--- src/rtl/servant_ram_arbiter.sv ---
// servant_ram_arbiter: shares one single-port Wishbone RAM between the
// instruction-fetch bus (ibus) and the data bus (dbus) of the core.
// One transfer at a time; the losing request stays pending until served.
// Build option: define SERVANT_ARB_ROUNDROBIN_EN to alternate grants on a
// tie. Without it, dbus always wins a tie.
module servant_ram_arbiter #(
   parameter int aw = 8
) (
   input  logic          i_wb_clk,
   input  logic          i_wb_rst,
   input  logic [31:0]   i_ibus_adr,
   input  logic          i_ibus_cyc,
   output logic [31:0]   o_ibus_rdt,
   output logic          o_ibus_ack,
   input  logic [31:0]   i_dbus_adr,
   input  logic [31:0]   i_dbus_dat,
   input  logic [3:0]    i_dbus_sel,
   input  logic          i_dbus_we,
   input  logic          i_dbus_cyc,
   output logic [31:0]   o_dbus_rdt,
   output logic          o_dbus_ack,
   output logic [aw-1:2] o_wb_adr,
   output logic [31:0]   o_wb_dat,
   output logic [3:0]    o_wb_sel,
   output logic          o_wb_we,
   output logic          o_wb_cyc,
   input  logic [31:0]   i_wb_rdt,
   input  logic          i_wb_ack
);

   typedef enum logic [1:0] {
      IDLE = 2'd0,
      IBUS = 2'd1,
      DBUS = 2'd2
   } state_t;

   state_t state;
   logic   tie_to_ibus;

`ifdef SERVANT_ARB_ROUNDROBIN_EN
   // last_grant: 1 = dbus was granted last, 0 = ibus was granted last
   logic last_grant;
   assign tie_to_ibus = last_grant;
`else
   assign tie_to_ibus = 1'b0;
`endif

   // Grant / completion / abort state machine
   always_ff @(posedge i_wb_clk) begin
      if (i_wb_rst) begin
         state <= IDLE;
`ifdef SERVANT_ARB_ROUNDROBIN_EN
         last_grant <= 1'b1;
`endif
      end else begin
         case (state)
            IDLE: begin
               if (i_ibus_cyc && (!i_dbus_cyc || tie_to_ibus)) begin
                  state <= IBUS;
`ifdef SERVANT_ARB_ROUNDROBIN_EN
                  last_grant <= 1'b0;
`endif
               end else if (i_dbus_cyc) begin
                  state <= DBUS;
`ifdef SERVANT_ARB_ROUNDROBIN_EN
                  last_grant <= 1'b1;
`endif
               end
            end
            IBUS: begin
               if (i_wb_ack || !i_ibus_cyc) state <= IDLE;
            end
            DBUS: begin
               if (i_wb_ack || !i_dbus_cyc) state <= IDLE;
            end
            default: state <= IDLE;
         endcase
      end
   end

   // RAM-side request decoded from the current grant
   always_comb begin
      o_wb_cyc = 1'b0;
      o_wb_we  = 1'b0;
      o_wb_sel = 4'h0;
      o_wb_dat = 32'h0;
      o_wb_adr = '0;
      case (state)
         IBUS: begin
            o_wb_cyc = 1'b1;
            o_wb_sel = 4'hf;
            o_wb_adr = i_ibus_adr[aw-1:2];
         end
         DBUS: begin
            o_wb_cyc = 1'b1;
            o_wb_we  = i_dbus_we;
            o_wb_sel = i_dbus_sel;
            o_wb_dat = i_dbus_dat;
            o_wb_adr = i_dbus_adr[aw-1:2];
         end
         default: ;
      endcase
   end

   // Acks go only to the granted master; stale acks after abort/reset are dropped
   assign o_ibus_ack = i_wb_ack & (state == IBUS);
   assign o_dbus_ack = i_wb_ack & (state == DBUS);
   assign o_ibus_rdt = i_wb_rdt;
   assign o_dbus_rdt = i_wb_rdt;

   // Address bits outside the RAM window are intentionally ignored
   logic unused_adr;
   assign unused_adr = ^{i_ibus_adr[31:aw], i_ibus_adr[1:0],
                         i_dbus_adr[31:aw], i_dbus_adr[1:0]};

endmodule

--- config.mk ---
export PLATFORM = sky130hd
export DESIGN_NAME = servant_ram_arbiter
export DESIGN_NICKNAME = d
export VERILOG_FILES = /design/src/rtl/servant_ram_arbiter.sv
export SDC_FILE = /design/constraint.sdc
export NUM_CORES = 1
export LEC_CHECK = 0
export BUFFER_PORTS_ARGS = -buffer_cell sky130_fd_sc_hd__buf_2
export CELL_PAD_IN_SITES_DETAIL_PLACEMENT = 0
export CELL_PAD_IN_SITES_GLOBAL_PLACEMENT = 2
export CORE_ASPECT_RATIO = 2
export CORE_UTILIZATION = 10
export DETAILED_ROUTE_END_ITERATION = 8
export PLACE_DENSITY_LB_ADDON = 0.1
export SETUP_SLACK_MARGIN = 0.2
export SLEW_MARGIN = 20
export SYNTH_ARGS = -nofsm -noshare
export SYNTH_HDL_FRONTEND = slang
export SYNTH_SLANG_ARGS = --single-unit
--- constraint.sdc ---
create_clock -name i_wb_clk -period 1.8 [get_ports i_wb_clk]
set_input_delay 0.18 -clock i_wb_clk [delete_from_list [all_inputs] [get_ports i_wb_clk]]
set_output_delay 0.18 -clock i_wb_clk [all_outputs]
set_load 0.02 [all_outputs]
* After elaboration in Yosys (flattened, before gate mapping)
Cells that the tools add are included.
Word-level totals: output and inout bits 110, bits in registers 2
Operators by class: multiplexer cells 10, bitwise logic cells 2, equal/unequal tests 5, reduce and logical (&&, ||, !) cells 8
Operator list (count):
- 2-to-1 mux 32 bit | 1
- one-hot mux 6 bit (2 select lines) | 1
- 2-to-1 mux 2 bit | 4
- one-hot mux 4 bit (2 select lines) | 1
- one-hot mux 2 bit (3 select lines) | 1
- != test 2 bit, second input constant | 2
- != test 3 bit, second input constant | 1
- AND reduction 3 bit | 1
- bitwise AND 1 bit | 2
- == test 2 x 1 -> 1 bit, second input constant | 1
- == test 2 bit, second input constant | 1
- logical NOT 1 bit | 2
- logical NOT 2 bit | 1
- logical OR 1 bit | 2
- 2-to-1 mux 1 bit | 2
- OR reduction 2 bit | 1
- logical AND 1 bit | 1

* Longest topological paths before layout
Gate-level depths: netlist (run 1).
depth after elaboration 4, mapped depth 7, depth with buffers taken out 5

* Least setup slack after synthesis (run 1)
OpenSTA, ideal clock, no wires.
path type register to output, start register state[1], end output port o_wb_adr[2] in the netlist's numbering, required time 1620 ps, cell stages (with the launch flop) 4, data arrival time 1239 ps, buffers on the path 0, slack 381 ps, path through dfxtp_1 > inv_1 > ha_1 > nor2b_1
Between the ends: longest elaborated chain between the ends 2, elaborated cells on any way between the ends 3, those cells by class eq/ne: 2; mux: 1
Ends and longest elaborated chain:
- start: declaration | RTL line 37 | state_t state;
- start signal: assignment | RTL line 51 | state <= IDLE;
- start signal: assignment | RTL line 59 | state <= IBUS;
- start signal: assignment | RTL line 64 | state <= DBUS;
- == test 2 bit / == test 2 x 1 -> 1 bit (equally long branches) | RTL line 88 | case (state)
- one-hot mux 6 bit (2 select lines) (*) | RTL line 88
- end: declaration | RTL line 22 | output logic [aw-1:2] o_wb_adr,
Mark *: on every way between the ends. The rest lies on a longest branch, timed or not.

* Worst setup path in the final report (run 1)
start register state[0], end output port o_wb_dat[26]
Between the ends: longest elaborated chain between the ends 2
Ends and longest elaborated chain:
- == test 2 bit | RTL line 88
- 2-to-1 mux 32 bit | RTL line 88
- end: declaration | RTL line 23 | output logic [31:0] o_wb_dat,
Every way passes these cells.

==> flow_summary.yaml, run 1 <==
run_status:
  outcome: "finished, final reports clean"
clocking:
  clkLatencyLatePin_ns: 0.22
  path_clk_slew_ns: 0.03
  ctsRootBufferMaster: "clkbuf_16"
  cts.sink_count: 2
  htreeDepth: 1
  postCtsHoldBufs: 0
  clock_path_buffers: 2
  cts_tree: "done"
  cts_buffers: 3
yosys:
  ys_seq_elements: 2
  syn_nets: 285
  synth_cells: 144
  ys_seq_area_share_pct: 3.94
  synth_cell_types: 17
  synthTopCellsByArea: "buf_4, and2_1, nor2b_1"
  synth_area_leader_cell: "buf_4"
  syn_area_per_cell_um2: 7.06
  yosysMostFrequentCell: "buf_4"
  ys.flop_type: "dfxtp_1"
  yosys-top-cells-count: "buf_4, and2_1, nor2b_1, a22oi_1, a21oi_1"
  synth-edff-count: 0
  synth-async-reset-ratio_pct: 0
  yosysTopAreaCellShare_pct: 48.0
  synthesis.area_um2: 1020
  yosysWarningCount: 0
sta:
  relSlewSlack_pct: 85.5
  fin_skew_ns: 0.000903
  max_freq_mhz: 632
  slew_violations: 0
  final-hold-violation-count: 0
  final-setup-viol-count: 0
  fin_crit_ns: 1.58
  fin_crit_sh_pct: 87.9
  tightest_slew_ns: 0.218
  setup_tns_ns: 0
  rsz0062_at_grt: "yes"
route:
  vias_per_cell: 3.23
  met2_length_um: 1860
  first_pass_iters: 4
  wl_per_cell_um: 12.2
  drtIter0Drc: 15
  m1WireLength_um: 1350
  wl_met3_um: 533
  num_vias: 1012
  wl_um: 3820
  ant_nets: 0
  top_layer: "met4"
  drc_errors: 0
worst_setup_path:
  critPathKind: "reg -> out"
  critical-path-max-stage-delay_ns: 0.36
  path_max_fanout: 23
  crit_buf_inv: 3
  r2r_cells: 6
  startpoint_type: "flop"
  endpoint: "o_wb_dat[26]"
  cp.depth: 5
  path_cells: "inv_4, ha_4, bufbuf_16, and2_1, buf_4"
  r2r_end: "state[0]"
  critPathTopFamily: "buffers and inverters"
  worstReg2RegStart: "state[0]"
  cp.arrival_ns: 1.40
  crit_required_ns: 1.62
  cp_slowest_cell: "dfxtp_4"
  startpoint: "state[0]"
  rrSetupSlack_ns: 0.36
  endpoint_kind: "output pin"
floorplanning:
  dieWidth_um: 73.3
  row_count: 51
  design.die.area_um2: 10600
  start_util_pct: 10.4
  io_pins: 248
  die_y_um: 145
  core_area_um2: 9830
power_and_ir_drop:
  ir_drop_mv: 0.474
  power.density_nw_per_um2: 593
  leakage_nw: 0.733
  total_power_mw: 0.854
place:
  port_buffers: 99
  gpl.final_weighted_congestion: 0.761
global_routing:
  grt_antenna_before_repair: 0
  track_usage_pct: 6.00
  globalRouteOverflowTotal: 0
  grt_max_degree: 24
  grt_pass1_wl_um: 4930
  grt_pass1_vias: 981
layout:
  reg_top3: "state (2)"
  fin_nets: 324
  regMostFlops: "state"
  num_antenna_cells: 0
  largest_reg_flops: 2
  area_growth_pct: 41.5
  drive_gt1_share_pct: 63.0
min_path:
  whs_path_depth: 2
  min_path_type: "in -> reg"
  hold_start: "i_wb_rst"
run:
  drv_cap: 0
[per-stage QoR]
step | hold WS (ns) | cells | utilization, % | area [um^2] | setup WS (ns)
final | 0.158 | 313 | 14.6 | 1440 | 0.218
after global routing | 0.169 | 313 | 14.6 | 1440 | 0.162
after CTS | 0.153 | 311 | 13.7 | 1340 | 0.181
after detailed placement | 0.360 | 307 | 12.2 | 1200 | 0.212
after global placement | 0.360 | 307 | 12.2 | 1200 | 0.232
after floorplan | 0.253 | 144 | - | 1020 | 0.381
[metal layers]
layer	vias up	track usage (%)
met5	-	0
met1	435	6.09
met3	8	2.09
li1	472	-
met2	97	11.1
met4	0	2.13
[report_power, final]
group	switching (mW)	total [mW]	internal [mW]	leakage, nW
Clock	0.0478	0.330	0.282	0.0370
Sequential	0.00674	0.0564	0.0496	0.0178
Combinational	0.239	0.467	0.228	0.678
Total	0.294	0.854	0.560	0.733
[kinds of logic after synthesis]
family	after synthesis	synth area share, %
buffers and inverters	74	51.5
and+or+nand+nor	48	29.8
AOI/OAI and AO/OA	17	11.1
adders and majority gates	3	3.69
DFF	2	3.94
[cells in the final DEF (no fill, tap or decap), drive strengths merged]
master / instances
and2: 35
bufbuf: 1
dfxtp: 2
a21oi: 6
a2bb2oi: 1
buf: 103
or4: 1
a211oi: 1
a22oi: 7
nor2b: 10
clkbuf: 3
o21ai: 1
inv: 4
nand4b: 1
ha: 3
nand3: 1
o2111ai: 1
[how the worst min path moves through the flow]
stage	end	slack (ns)
floorplan	state[0]	0.25
global placement	o_dbus_rdt[0]	0.36
detailed placement	o_dbus_rdt[0]	0.36
CTS	state[0]	0.15
global route	state[0]	0.17
finish	state[0]	0.16
[final cells by class]
cell class / count / area, um^2
clock buffer: 3 / 75.1
fill: 1157 / 8390
inverter: 4 / 17.5
multi-input combinational: 68 / 490
sequential: 2 / 47.5
tap: 132 / 165
timing repair buffer: 104 / 643
[what timing repair did]
item,CTS,global route
gates resized for setup,10,27
cloned,1,0
setup buffers,0,2
setup endpoints to repair,14,31
(Power assumes the default switching activity.)
==> inputs of run 2 (changes only) <==
--- a/config.mk
+++ b/config.mk
@@ -6,12 +6,9 @@
 export NUM_CORES = 1
 export LEC_CHECK = 0
 export BUFFER_PORTS_ARGS = -buffer_cell sky130_fd_sc_hd__buf_2
-export CELL_PAD_IN_SITES_DETAIL_PLACEMENT = 0
-export CELL_PAD_IN_SITES_GLOBAL_PLACEMENT = 2
-export CORE_ASPECT_RATIO = 2
-export CORE_UTILIZATION = 10
+export CORE_AREA = 2 2 95 97
 export DETAILED_ROUTE_END_ITERATION = 8
-export PLACE_DENSITY_LB_ADDON = 0.1
+export DIE_AREA = 0 0 97 99
 export SETUP_SLACK_MARGIN = 0.2
 export SLEW_MARGIN = 20
 export SYNTH_ARGS = -nofsm -noshare
==> run 2 against run 1 <==
  * Routed wire length grew 2.9%
  * Worst setup slack gained 0.021 ns
  * Die area shrank 9.4%
  * Critical path type unchanged
==> flow_summary.yaml, run 2 (synthesis gave the netlist of run 1 again) <==
sta:
  tightest_slew_ns: 0.200
  final-setup-viol-count: 0
  fin_crit_sh_pct: 86.7
  setup_slack_ns: 0.239
  holdWs_ns: 0.158
  relSlewSlack_pct: 86.6
  setup_tns_ns: 0
  slew_violations: 0
  rsz0062_at_grt: "yes"
  final-hold-violation-count: 0
  fin_crit_ns: 1.56
  max_freq_mhz: 641
  fin_skew_ns: 0.00116
clocking:
  path_clk_slew_ns: 0.03
  clkLatencyLatePin_ns: 0.21
  cts_buffers: 3
  ctsRootBufferMaster: "clkbuf_8"
  cts_tree: "done"
  htreeDepth: 1
  clock_path_buffers: 2
  cts.sink_count: 2
layout:
  regMostFlops: "state"
  utilization_pct: 16.2
  final_cell_mix: "buf_2, and2_1, buf_4"
  largest_reg_flops: 2
  num_antenna_cells: 0
  fillers: 980
  reg_top3: "state (2)"
  final_common_cell: "buf_2"
  fin_nets: 327
  drive_gt1_share_pct: 65.2
  area_growth_pct: 35.8
power_and_ir_drop:
  ir_drop_mv: 0.434
  power.density_nw_per_um2: 513
  total_power_mw: 0.708
  leakage_nw: 0.732
worst_setup_path:
  critical-path-max-stage-delay_ns: 0.36
  cp.arrival_ns: 1.38
  worstReg2RegStart: "state[0]"
  r2r_cells: 6
  startpoint: "state[0]"
  cp_slowest_cell: "dfxtp_4"
  path_max_fanout: 19
  crit_required_ns: 1.62
  rrSetupSlack_ns: 0.39
  endpoint_kind: "output pin"
  path_cells: "inv_4, ha_4, bufbuf_16, and2_1, buf_4"
  startpoint_type: "flop"
  critPathKind: "reg -> out"
route:
  wl_um: 3930
  vias_per_cell: 3.53
  first_pass_iters: 4
  ant_nets: 0
  num_vias: 1031
  wl_per_cell_um: 13.4
  drc_errors: 0
  drtIter0Drc: 15
run_status:
  outcome: "finished, final reports clean"
run:
  drv_cap: 0
global_routing:
  globalRouteOverflowTotal: 0
  grt_max_degree: 20
  grt_pass1_wl_um: 5530
  grt_pass1_vias: 1051
  track_usage_pct: 7.39
  grt_antenna_before_repair: 0
place:
  dp_slack_ns: 0.173
  dp_hpwl_um: 3030
  port_buffers: 99
  gpl.final_weighted_congestion: 0.687
floorplanning:
  dieWidth_um: 97
  die_y_um: 99
  start_util_pct: 11.9
  io_pins: 248
  core_area_um2: 8550
  row_count: 34
  design.die.area_um2: 9600
min_path:
  min_path_type: "in -> reg"
  hold_start: "i_wb_rst"
  whs_path_depth: 2
## run 2: area by class of cell
| class | instances | area, um^2 | share of cell area (%) |
|---|---|---|---|
| Timing Repair Buffer | 107 | 633 | 45.8 |
| Tap cell | 108 | 135 | 9.78 |
| Multi-Input combinational cell | 68 | 504 | 36.5 |
| Inverter | 4 | 20.0 | 1.45 |
| Sequential cell | 2 | 47.5 | 3.44 |
| Clock buffer | 3 | 41.3 | 2.99 |
## run 2: path summary, 6_finish.rpt
kind                                      to
worst max-delay path            o_wb_dat[11]
worst min-delay path                state[0]
worst max register to register      state[1]
worst min register to register      state[0]
## run 2: through the flow
| step | instances | cell area (um^2) |
|---|---|---|
| final | 292 | 1380 |
| after global routing | 292 | 1380 |
| after CTS | 288 | 1290 |
| after detailed placement | 284 | 1160 |
| after global placement | 284 | 1160 |
| after floorplan | 144 | 1020 |
## run 2: timing repair
item | CTS | global route
pin swaps | 1 | 1
endpoints found under the setup margin | 46 | 26
gates cloned | 1 | 0
gates resized for setup | 14 | 22
hold buffers | 0 | 0
setup buffers | 0 | 4
hold endpoints to repair | 0 | 0
## run 2: layer usage
metal	share of wire, %	GRT usage, %
met1	35	7.87
met2	51	12.8
met3	8.9	1.99
met4	5.2	4.98
met5	0	0
## run 2: worst max-delay path, delay by kind of cell, from the launching register on
family	cells	cell delay, ns
adders and majority gates	1	0.18
buffers and inverters	3	0.48
DFF	1	0.36
and+or+nand+nor	1	0.14
## run 2: power breakdown
group | switching, mW | total, mW | internal, mW
clock | 0.0341 | 0.175 | 0.141
combinational | 0.247 | 0.475 | 0.228
sequential | 0.00801 | 0.0577 | 0.0497
==> inputs of run 3 (changes only) <==
--- a/config.mk
+++ b/config.mk
@@ -6,9 +6,9 @@
 export NUM_CORES = 1
 export LEC_CHECK = 0
 export BUFFER_PORTS_ARGS = -buffer_cell sky130_fd_sc_hd__buf_2
-export CORE_AREA = 2 2 95 97
+export CORE_AREA = 2 2 96 98
 export DETAILED_ROUTE_END_ITERATION = 8
-export DIE_AREA = 0 0 97 99
+export DIE_AREA = 0 0 98 100
 export SETUP_SLACK_MARGIN = 0.2
 export SLEW_MARGIN = 20
 export SYNTH_ARGS = -nofsm -noshare
==> constraint.sdc (replaced) <==
create_clock -name i_wb_clk -period 1.93 [get_ports i_wb_clk]
set_input_delay 0.193 -clock i_wb_clk [delete_from_list [all_inputs] [get_ports i_wb_clk]]
set_output_delay 0.193 -clock i_wb_clk [all_outputs]
set_load 0.02 [all_outputs]
==> run 3 against run 2 <==
  * Via count down 0.68%
  * Design area down 4.7%
  * Hold slack better by 0.033 ns
  * Die area up 2.1%
  * Largest power group unchanged
  * Highest routed layer unchanged
==> flow_summary.yaml, run 3 (synthesis gave the netlist of run 1 again) <==
layout:
  final_common_cell: "buf_2"
  reg_top3: "state (2)"
  area_growth_pct: 29.4
  ff_latch_area_um2: 40.0
  largest_reg_flops: 2
  num_antenna_cells: 0
  fillers: 1031
  utilization_pct: 14.8
  regMostFlops: "state"
  fin_nets: 324
  drive_gt1_share_pct: 61.9
  final_cell_mix: "buf_2, and2_1, nor2b_1"
  multi_input_area_um2: 490
run:
  drv_cap: 0
worst_setup_path:
  endpoint_kind: "output pin"
  r2r_end: "state[1]"
  worstReg2RegStart: "state[0]"
  critPathTopFamily: "buffers and inverters"
  critical-path-max-stage-delay_ns: 0.39
  path_max_fanout: 10
  rrSetupSlack_ns: 0.34
  path_cells: "inv_2, ha_4, buf_4, a22oi_1, nor2b_1, buf_2"
  crit_required_ns: 1.74
  critPathKind: "reg -> out"
  crit_buf_inv: 3
  r2r_cells: 6
  startpoint_type: "flop"
  cp.arrival_ns: 1.48
  cp_slowest_cell: "dfxtp_1"
route:
  ant_nets: 0
  drtIter0Drc: 18
  wl_um: 3480
  first_pass_iters: 4
  drc_errors: 0
  vias_per_cell: 3.51
  num_vias: 1024
  wl_per_cell_um: 11.9
global_routing:
  met2_usage_pct: 11.9
  globalRouteOverflowTotal: 0
  grt_antenna_before_repair: 0
  busiest_layer: "met2"
  met3_usage_pct: 1.32
  grt_pass1_vias: 974
  grt_max_degree: 25
  gr-usage-met1_pct: 6.10
  grt_pass1_wl_um: 4970
  track_usage_pct: 6.45
sta:
  slew_violations: 0
  setup_tns_ns: 0
  final-hold-violation-count: 0
  relSlewSlack_pct: 86.0
  rsz0062_at_grt: "yes"
  tightest_slew_ns: 0.211
  max_freq_mhz: 599
  fin_skew_ns: 0.00164
  fin_crit_ns: 1.67
  final-setup-viol-count: 0
  fin_crit_sh_pct: 86.4
floorplanning:
  io_pins: 248
  die_y_um: 100
  core_area_um2: 8890
  start_util_pct: 11.4
  dieWidth_um: 98
  row_count: 35
  design.die.area_um2: 9800
place:
  port_buffers: 99
  gpl.final_weighted_congestion: 0.683
  dp_hpwl_um: 2650
power_and_ir_drop:
  power.density_nw_per_um2: 487
  ir_drop_mv: 0.150
  leakage_nw: 0.717
clocking:
  cts_buffers: 3
  cts.sink_count: 2
  ctsRootBufferMaster: "clkbuf_8"
  cts_tree: "done"
  path_clk_slew_ns: 0.03
  clock_path_buffers: 2
  postCtsHoldBufs: 0
  clkLatencyLatePin_ns: 0.21
  htreeDepth: 1
run_status:
  outcome: "finished, final reports clean"
min_path:
  whs_path_depth: 2
  hold_start: "i_wb_rst"
  min_path_type: "in -> reg"
  min_to: "state[0]"
==> run 3: layout make-up <==
cell class	instances	area share, %
clock buffer	3	3.14
inverter	4	1.14
multi-input combinational	68	37.3
sequential	2	3.04
tap	111	10.6
timing repair buffer	104	44.9
==> run 3: per-stage QoR <==
step                      std cells  setup slack [ns]  area (um^2)  hold WS, ns  power (mW)
final                           292             0.262         1320        0.191       0.641
after global routing            292             0.194         1320        0.206       0.688
after CTS                       290             0.186         1280        0.176       0.634
after detailed placement        286             0.284         1170        0.386       0.418
after global placement          286             0.290         1170        0.386       0.413
after floorplan                 144             0.498         1020        0.266       0.456
==> run 3: power by group <==
part           switching, mW  total (mW)  internal [mW]  leakage, nW
Clock                 0.0305       0.162          0.132       0.0216
Combinational          0.226       0.428          0.202        0.679
Sequential           0.00527      0.0512         0.0459       0.0165
==> run 3: timing repair <==
action | CTS | global route
hold endpoints to repair | 0 | 0
resized for setup | 8 | 1
buffers inserted | 0 | 1
endpoints found under the setup margin | 10 | 6
gates cloned | 1 | 1
==> run 3: worst max-delay path by stage <==
stage,from,endpoint,slack [ns],depth (start not counted)
6_report,state[1],o_wb_adr[6],0.26,6
5_1_grt,state[1],o_wb_adr[6],0.19,6
4_1_cts,state[1],o_wb_adr[6],0.19,6
3_5_place_dp,state[1],o_wb_adr[6],0.28,6
3_3_place_gp,state[1],o_wb_adr[6],0.29,6
2_1_floorplan,state[1],o_wb_adr[2],0.50,3
==> run 3: worst reg2reg max path: cells and delay by family (launching register included) <==
family | cells | cell delay (ns)
AO/OA/AOI/OAI | 1 | 0.09
adder cells (fa/ha/maj) | 1 | 0.18
buffers and inverters | 2 | 0.42
flip-flops | 1 | 0.33
AND/OR/NAND/NOR | 2 | 0.50
==> run 3: per-layer routing <==
layer	up-vias	part of all wire (%)	routed length, um
li1	470	-	-
met4	0	6.0	210
met3	32	12	421
met1	449	33	1160
met2	73	48	1690
met5	-	0	0
